<file path="config.mk">
export PLATFORM = sky130hd
export DESIGN_NAME = alu_sweep_ctrl
export DESIGN_NICKNAME = d
export VERILOG_FILES = /design/src/rtl/alu_sweep_ctrl.sv
export SDC_FILE = /design/constraint.sdc
export NUM_CORES = 1
export LEC_CHECK = 0
export ABC_AREA = 1
export CORE_ASPECT_RATIO = 0.6
export CORE_MARGIN = 4
export CORE_UTILIZATION = 51
export DETAILED_ROUTE_END_ITERATION = 10
export PLACE_DENSITY = 0.84
export SLEW_MARGIN = 25
export SYNTH_ARGS = -nofsm -noshare
export SYNTH_HDL_FRONTEND = slang
export SYNTH_SLANG_ARGS = --single-unit
export TNS_END_PERCENT = 50
</file>
<file path="constraint.sdc">
create_clock -name clk -period 3.8 [get_ports clk]
set_input_delay 0.95 -clock clk [delete_from_list [all_inputs] [get_ports clk]]
set_output_delay 0.95 -clock clk [all_outputs]
set_load 0.02 [all_outputs]
</file>
<file path="src/rtl/alu_sweep_ctrl.sv">
// alu_sweep_ctrl: drives one operand pair through ALU opcodes 0..LAST_OP,
// folding each settled result and flag set into a signature and flag counters.
// Ports: clk, rst (async, active-high), start, a_in, b_in -> alu_a, alu_b, alu_op;
//   alu_result, alu_carry/overflow/zero/negative <- ALU;
//   busy, done, sig, zero_cnt, carry_cnt status outputs.
// Optional: define ALU_SWEEP_ABORT_EN to add the abort input and aborted output.
module alu_sweep_ctrl #(
  parameter int WIDTH   = 4,
  parameter int OP_W    = 4,
  parameter int LAST_OP = 12,
  parameter int SETTLE  = 1
) (
  input  logic             clk,
  input  logic             rst,
`ifdef ALU_SWEEP_ABORT_EN
  input  logic             abort,
  output logic             aborted,
`endif
  input  logic             start,
  input  logic [WIDTH-1:0] a_in,
  input  logic [WIDTH-1:0] b_in,
  output logic [WIDTH-1:0] alu_a,
  output logic [WIDTH-1:0] alu_b,
  output logic [OP_W-1:0]  alu_op,
  input  logic [WIDTH-1:0] alu_result,
  input  logic             alu_carry,
  input  logic             alu_overflow,
  input  logic             alu_zero,
  input  logic             alu_negative,
  output logic             busy,
  output logic             done,
  output logic [15:0]      sig,
  output logic [OP_W:0]    zero_cnt,
  output logic [OP_W:0]    carry_cnt
);

  localparam int CW = (SETTLE > 1) ? $clog2(SETTLE) : 1;
  localparam int VW = OP_W + 4 + WIDTH;
  localparam logic [OP_W-1:0] LAST   = OP_W'(LAST_OP);
  localparam logic [CW-1:0]   RELOAD = CW'(SETTLE - 1);

  typedef enum logic [1:0] {
    S_IDLE, S_DRIVE, S_CAPT, S_DONE
  } state_t;

  state_t           state_q;
  logic [CW-1:0]    cnt_q;
  logic [WIDTH-1:0] a_q, b_q;
  logic [OP_W-1:0]  op_q;
  logic             busy_q, done_q;
  logic [15:0]      sig_q, sig_d, v_d;
  logic [OP_W:0]    zc_q, zc_d, cc_q, cc_d;
  logic             abort_w;

`ifdef ALU_SWEEP_ABORT_EN
  logic aborted_q;
  assign abort_w = abort;
  assign aborted = aborted_q;
`else
  assign abort_w = 1'b0;
`endif

  // Capture word is zero-extended to 16 bits before folding.
  always_comb begin
    v_d = '0;
    v_d[VW-1:0] = {op_q, alu_negative, alu_zero,
                   alu_overflow, alu_carry, alu_result};
    sig_d = {sig_q[14:0], 1'b0}
          ^ (sig_q[15] ? 16'h002D : 16'h0000)
          ^ v_d;
    zc_d = zc_q + {{OP_W{1'b0}}, alu_zero};
    cc_d = cc_q + {{OP_W{1'b0}}, alu_carry};
  end

  always_ff @(posedge clk or posedge rst) begin
    if (rst) begin
      state_q <= S_IDLE;
      cnt_q   <= '0;
      a_q     <= '0;
      b_q     <= '0;
      op_q    <= '0;
      busy_q  <= 1'b0;
      done_q  <= 1'b0;
      sig_q   <= 16'hFFFF;
      zc_q    <= '0;
      cc_q    <= '0;
`ifdef ALU_SWEEP_ABORT_EN
      aborted_q <= 1'b0;
`endif
    end else begin
      done_q <= 1'b0;
`ifdef ALU_SWEEP_ABORT_EN
      aborted_q <= 1'b0;
`endif
      unique case (state_q)
        S_IDLE: begin
          if (start) begin
            a_q     <= a_in;
            b_q     <= b_in;
            op_q    <= '0;
            sig_q   <= 16'hFFFF;
            zc_q    <= '0;
            cc_q    <= '0;
            cnt_q   <= RELOAD;
            busy_q  <= 1'b1;
            state_q <= S_DRIVE;
          end
        end
        S_DRIVE: begin
          if (abort_w) begin
            busy_q  <= 1'b0;
            state_q <= S_IDLE;
`ifdef ALU_SWEEP_ABORT_EN
            aborted_q <= 1'b1;
`endif
          end else if (cnt_q == '0) begin
            state_q <= S_CAPT;
          end else begin
            cnt_q <= cnt_q - 1'b1;
          end
        end
        S_CAPT: begin
          // An abort here wins over the capture: stats keep prior values.
          if (abort_w) begin
            busy_q  <= 1'b0;
            state_q <= S_IDLE;
`ifdef ALU_SWEEP_ABORT_EN
            aborted_q <= 1'b1;
`endif
          end else begin
            sig_q <= sig_d;
            zc_q  <= zc_d;
            cc_q  <= cc_d;
            if (op_q == LAST) begin
              done_q  <= 1'b1;
              state_q <= S_DONE;
            end else begin
              op_q    <= op_q + 1'b1;
              cnt_q   <= RELOAD;
              state_q <= S_DRIVE;
            end
          end
        end
        S_DONE: begin
          busy_q  <= 1'b0;
          state_q <= S_IDLE;
        end
        default: state_q <= S_IDLE;
      endcase
    end
  end

  assign alu_a     = a_q;
  assign alu_b     = b_q;
  assign alu_op    = op_q;
  assign busy      = busy_q;
  assign done      = done_q;
  assign sig       = sig_q;
  assign zero_cnt  = zc_q;
  assign carry_cnt = cc_q;

endmodule

</file>
== Word level (Yosys, flattened, before mapping) ==
Index checks and enable logic that the tools add are counted.

* Reductions and logical operators: 10
* Mux-type cells: 21
* Add/sub/neg operators: 4
* Bitwise operators: 3
* Equality and inequality tests: 7

{| class="wikitable"
|+ Operators by type and width
! operator !! count
|-
| $pmux W16 S2 || 1
|-
| $pmux W5 S2 || 2
|-
| $mux W16 || 1
|-
| $xor A16 B12 Y16 || 1
|-
| $xor A16 B6 Y16 || 1
|-
| $add A5 B1 Y5 || 2
|-
| $mux W4 || 2
|-
| $pmux W2 S4 || 1
|-
| $pmux W4 S2 || 1
|-
| $reduce_and A2 Y1 || 4
|-
| $mux W1 || 6
|-
| $mux W2 || 3
|-
| $mux W6 || 1
|-
| $ne A2 B2 Y1 const B || 3
|-
| $reduce_and A3 Y1 || 2
|-
| $mux W5 || 1
|-
| $add A4 B1 Y4 const B || 1
|-
| $eq A2 B2 Y1 const B || 2
|-
| $eq A4 B4 Y1 const B || 1
|-
| $pmux W1 S3 || 1
|-
| $reduce_bool A3 Y1 || 1
|-
| $eq A2 B1 Y1 const B || 1
|-
| $logic_not A2 Y1 || 1
|-
| $pmux W1 S2 || 1
|-
| other kinds (4) || 4
|}

* Flip-flop bits (word level): 43
* Logic and storage cells: 55
* Input bits: 19
* Output and inout bits: 40

== Longest topological paths before layout ==
Gate-level depths: netlist (run 1).

* Depth after elaboration: 4
* Depth in mapped cells: 9
* Depth with buffers taken out: 8

== Worst setup path after synthesis (run 1) ==
No wires, ideal clock.

* Path kind: input to register
* Start: input port alu_carry
* End: register cc_q[4] (netlist: carry_cnt[4])
* Stages: 6
* Library setup time: 0.118 ns
* Arrival time: 1.593 ns
* Data required time: 3.682 ns
* Path slack: 2.089 ns
* Path buffers: 0
* Cells stage by stage: ha_1 > ha_1 > nand3_1 > nand2_1 > nand4_1 > nand2_1

* Cells in the longest elaborated chain, start to end: 2

{| class="wikitable"
|+ RTL lines
! item !! line !! text
|-
| start: declaration || 26 || <nowiki>input logic alu_carry,</nowiki>
|-
| $add A5 B1 Y5 || 72 || <nowiki>cc_d = cc_q + {{OP_W{1'b0}}, alu_carry};</nowiki>
|-
| $pmux W5 S2 || 95 || <nowiki>unique case (state_q)</nowiki>
|-
| end signal: assignment || 86 || <nowiki>cc_q <= '0;</nowiki>
|-
| end signal: assignment || 103 || <nowiki>cc_q <= '0;</nowiki>
|-
| end signal: assignment || 133 || <nowiki>cc_q <= cc_d;</nowiki>
|-
| end: declaration || 52 || <nowiki>logic [OP_W:0] zc_q, zc_d, cc_q, cc_d;</nowiki>
|}

Every way passes these cells.
A chain may end at the register's enable or synchronous reset.

== Worst setup path after layout (run 1) ==
* Start: register sig_q[15] (netlist: sig[15])
* End: output port sig[15]

{| class="wikitable"
|+ RTL lines
! item !! line !! text
|-
| start: declaration || 51 || <nowiki>logic [15:0] sig_q, sig_d, v_d;</nowiki>
|-
| start signal: assignment || 131 || <nowiki>sig_q <= sig_d;</nowiki>
|-
| end: declaration || 32 || <nowiki>output logic [15:0] sig,</nowiki>
|}

No word-level cell between the ends.

==> results of run 1 <==
stage by stage:
step                      cell area [um^2]  instances  util (%)  total power [W]  setup WS, ns
after floorplan                       2120        243         -          0.00146          1.90
after global placement                2710        343      70.8          0.00179          1.27
after detailed placement              2710        343      70.8          0.00183          1.19
after CTS                             2840        351      74.2          0.00220          1.28
after global routing                  2840        351      74.2          0.00235          1.23
final                                 2840        351      74.2          0.00220          1.28
report_power, final:
part	total (W)	switching, W	leakage (nW)	internal (W)
clock	0.000374	0.000164	0.0647	0.000210
sequential	0.000781	0.000146	0.507	0.000635
combinational	0.00104	0.000603	0.800	0.000439
worst register-to-register path, cell delays in order (launching register included):
cell and delay, ns:
dfrtp_1 0.41, inv_1 0.11, ha_1 0.34, inv_2 0.09, nor2_2 0.68, nand3_1 0.18
nand2_1 0.09, inv_1 0.04
synth_stat cells, types with 3 or more instances:
master	instances
nand2_1	76
inv_1	27
dfrtp_1	26
nand3_1	18
dfstp_2	16
nor2_1	16
a21oi_1	11
xnor2_1	10
ha_1	9
nand4_1	6
a22oi_2	4
o21ai_0	4
a22oi_1	3
buf_6	3
per-layer routing:
layer	vias up	track usage [%]	part of all wire [%]
met3	9	6.74	6.0
li1	890	-	-
met2	64	28.9	42
met5	-	0	0
met1	851	28.3	51
met4	0	5.36	0.93
flip-flops by register name, indices dropped and copies added (netlist names):
name	flops
zero_cnt	5
alu_b	4
sig	16
alu_a	4
busy	1
done	1
alu_op	4
carry_cnt	5
state_q	2
final timing paths:
check / depth (start not counted) / to / startpoint
max in group asynchronous: 3 / sig[9] / rst
worst min register to register: 2 / alu_a[0] / alu_a[0]
worst max register to register: 7 / sig[3] / state_q[0]
worst max-delay path: 1 / sig[15] / sig[15]
worst min-delay path: 2 / alu_a[0] / alu_a[0]
min in group asynchronous: 3 / carry_cnt[3] / rst
cells by family (layout without fill, tap and decap cells):
group | after synthesis | in the layout | share of synthesized area, %
AO/OA/AOI/OAI | 25 | 25 | 8.01
buffers and inverters | 35 | 96 | 7.89
XOR/XNOR | 10 | 10 | 4.12
flip-flops | 42 | 42 | 50.4
AND/OR/NAND/NOR | 122 | 122 | 24.3
adder cells (fa/ha/maj) | 9 | 9 | 5.30
cell type report:
class / count / area, um^2
clock buffers: 7 / 119
clock inverters: 1 / 8.76
fillers: 284 / 988
inverters: 29 / 109
multi-input cells: 166 / 886
flip-flops and latches: 42 / 1070
well taps: 47 / 58.8
repair buffers: 59 / 588
==> flow_summary.ini, run 1 <==
[clocking]
h-tree-depth = 2
clkSinkCount = 42
cts.clk_slew.worst_paths_ns = 0.09
cts.repair.resized = 0
clockBufferDepth = 2
cts_tree = done
clk_latency_ns = 0.30
hold_buffers = 0
cts_setup_buffers = 0
numCtsBuffers = 5
clock-root-buffer = clkbuf_8

[worst_setup_path]
critPathSlowestCell = dfstp_2
cp_top_family = flip-flops
end_kind = primary output
cp_cell_sequence = clkdlybuf4s50_1
crit_arrival_ns = 1.57
max_stage_delay_ns = 0.63
crit_type = register to primary output
rrSetupSlack_ns = 1.82
critPathBufInv = 1
cp.required_ns = 2.85
critical_path_peak_fanout = 9
worst_setup_path_start_kind = register

[global_route]
grt_pass1_wl_mm = 8.24
grt_pass1_vias = 1762
gr-usage-all-layers_pct = 19.8
overflow = 0
antenna_found_initial = 0
grt_start_max_net_pins = 43

[placed_design]
gp_congestion = 0.755
dpl.hpwl_mm = 3.58
numPortBuffers = 58

[finish]
fin_nets = 331
final_cell_mix = nand2_1, clkdlybuf4s50_1, inv_1
syn_to_final_growth_pct = 33.7
drive_above_1_share_pct = 12.8
n_antenna_cell = 0
layout_commonest_cell = nand2_1

[sta]
fin_crit_ns = 2.52
relSlewSlack_pct = 43.3
hold_viol = 0
timing.hold.ws_ns = 0.482
slew_viol_final = 0
fmax_mhz = 397
rsz0062_at_grt = false
setup_viol = 0
min_period_over_period_pct = 66.3
tns_ns = 0
fin_worst_skew_ns = 0.0102
tightestPinTransition_ns = 0.850

[logic_synthesis]
async_flop_share_pct = 100
syn_nets = 271
postSynthAreaPerCell_um2 = 8.74
yosys_most_used_dff = dfrtp_1
ys_top_cells_by_area = dfrtp_1, dfstp_2, nand2_1
yosysTopAreaCell = dfrtp_1
synthesis.area_um2 = 2120
ys_seq_elements = 42
syn_inst = 243
yosysWarnings = 0
yosysSeqAreaShare_pct = 50.4
synth_edf_count = 0
yosys.area.top_type_share_pct = 30.6
yosys.cell_types.count = 23

[power]
power_leakage_nw = 1.37
irDropWorstVdd_mv = 0.451
p_per_area_nw_per_um2 = 773

[flow_run]
maxCapViolCount = 0

[floorplanning]
die_area_um2 = 5300
start_util_pct = 55.5
core_area_um2 = 3830
num_io_pins = 59
die_h_um = 58.0
row_count = 17
fp.dieW_um = 91.3

[routing]
drc_errors = 0
wl_per_cell_um = 14.0
initialDrtViolationCount = 85
wirelength_mm = 4.93
vias_per_cell = 5.17
antenna_left = 0
drtPass1Iterations = 4
vias = 1814

[worst_hold_path]
min_path_type = register to register

[run_status]
status = finished clean
Power figures use the tool's default switching activity.
==> inputs of run 2 (changes only) <==
- CORE_UTILIZATION: 51 -> 43
- PLACE_DENSITY: 0.84 -> 0.76
- clock period: 3.8 -> 2.2 ns (I/O delays scaled with it)
==> flow_summary.ini, run 2 (synthesis results as in run 1) <==
[worst_hold_path]
holdPathEnd = alu_b[2]
holdCritStartpoint = alu_b[2]
whs_path_depth = 2
min_path_type = register to register

[finish]
final_cell_mix = nand2_1, clkdlybuf4s50_1, inv_1
n_antenna_cell = 0
nFillCells = 414
fin_nets = 334
largest_reg_flops = 16
syn_to_final_growth_pct = 34.9
layout_commonest_cell = nand2_1
drive_above_1_share_pct = 13.4

[worst_setup_path]
crit_arrival_ns = 1.57
worstReg2RegEnd = sig[3]
critPathSlowestCell = clkdlybuf4s50_1
critPathBufInv = 1
rrSetupSlack_ns = 0.59
worst_setup_path_start_kind = register
cp.required_ns = 1.65
end_kind = primary output
crit_type = register to primary output
cp_cell_sequence = clkdlybuf4s50_1
max_stage_delay_ns = 0.64
rr_worst_depth = 7
critical_path_peak_fanout = 9
r2r-start = state_q[1]
cp_top_family = buffers and inverters

[routing]
initialDrtViolationCount = 55
wirelength_mm = 4.95
drc_errors = 0
vias_per_cell = 4.84
wl_per_cell_um = 13.4
vias = 1791
antenna_left = 0
drtPass1Iterations = 4

[clocking]
cts.repair.resized = 0
h-tree-depth = 2
clock-root-buffer = clkbuf_8
cts_setup_buffers = 0
hold_buffers = 0
clockBufferDepth = 2
clkSinkCount = 42
cts_tree = done
clk_latency_ns = 0.30
numCtsBuffers = 5
cts.clk_slew.worst_paths_ns = 0.08

[sta]
hold_viol = 0
setup_viol = 0
rsz0062_at_grt = false
min_period_over_period_pct = 96.3
fin_crit_ns = 2.12
tightestPinTransition_ns = 0.522
fin_worst_skew_ns = 0.00820
fmax_mhz = 472
slew_viol_final = 0
relSlewSlack_pct = 65.2
tns_ns = 0

[run_status]
status = finished clean

[floorplanning]
core_area_um2 = 4660
die_h_um = 62.4
start_util_pct = 45.6
die_area_um2 = 6170
row_count = 19
fp.dieW_um = 98.7
num_io_pins = 59

[global_route]
antenna_found_initial = 0
overflow = 0
grt_pass1_wl_mm = 8.24
grt_pass1_vias = 1717
grt_start_max_net_pins = 43
gr-usage-all-layers_pct = 16.6

[placed_design]
dpl.hpwl_mm = 3.51
numPortBuffers = 58
gp_congestion = 0.781

[power]
p_per_area_nw_per_um2 = 1310
p_total_w = 0.00375
power_leakage_nw = 1.38
irDropWorstVdd_mv = 0.692

[flow_run]
maxCapViolCount = 0
## run 2: area by class of cell
class | instances | area (um^2) | area share, %
Clock buffer | 8 | 111 | 3.88
Inverter | 29 | 109 | 3.80
Multi-Input combinational cell | 166 | 886 | 30.9
Sequential cell | 42 | 1070 | 37.4
Tap cell | 63 | 78.8 | 2.75
Timing Repair Buffer | 62 | 611 | 21.3
## run 2: worst max-delay path by stage
stage / from / cells past startpoint / end / slack (ns)
floorplan: rst / 1 / alu_a[0] / 0.70
global placement: start / 6 / alu_op[0] / 0.31
detailed placement: start / 6 / alu_op[3] / 0.26
CTS: sig[15] / 1 / sig[15] / 0.07
global route: sig[15] / 1 / sig[15] / 0.02
finish: sig[15] / 1 / sig[15] / 0.08
## run 2: where the power goes
part	switching [W]	internal [W]
combinational	0.00106	0.000782
clock	0.000267	0.000324
sequential	0.000218	0.00110
total	0.00154	0.00220
## run 2: worst reg2reg max path: cells and delay by family, from the launching register on
family                     cells  cell delay (ns)
adders and majority gates      1             0.22
DFF                            1             0.41
buffers and inverters          2             0.13
and+or+nand+nor                4             0.78
## run 2: routing by layer
layer	routed length (um)	share of wire, %	global-route usage, %	vias to the layer above
met1	2440	49	23.8	823
met2	2050	41	23.2	61
li1	-	-	-	901
met3	417	8.4	6.02	6
met5	0	0	0	-
met4	43	0.87	5.45	0
## run 2: through the flow
stage / setup WS [ns] / utilization, % / cells / instance area (um^2) / hold slack [ns]
after floorplan: 0.702 / - / 243 / 2120 / 0.523
after global placement: 0.306 / 59.1 / 362 / 2760 / 0.468
after detailed placement: 0.262 / 59.1 / 362 / 2760 / 0.469
after CTS: 0.0714 / 61.5 / 370 / 2870 / 0.494
after global routing: 0.0164 / 61.5 / 370 / 2870 / 0.512
final: 0.0814 / 61.5 / 370 / 2870 / 0.488
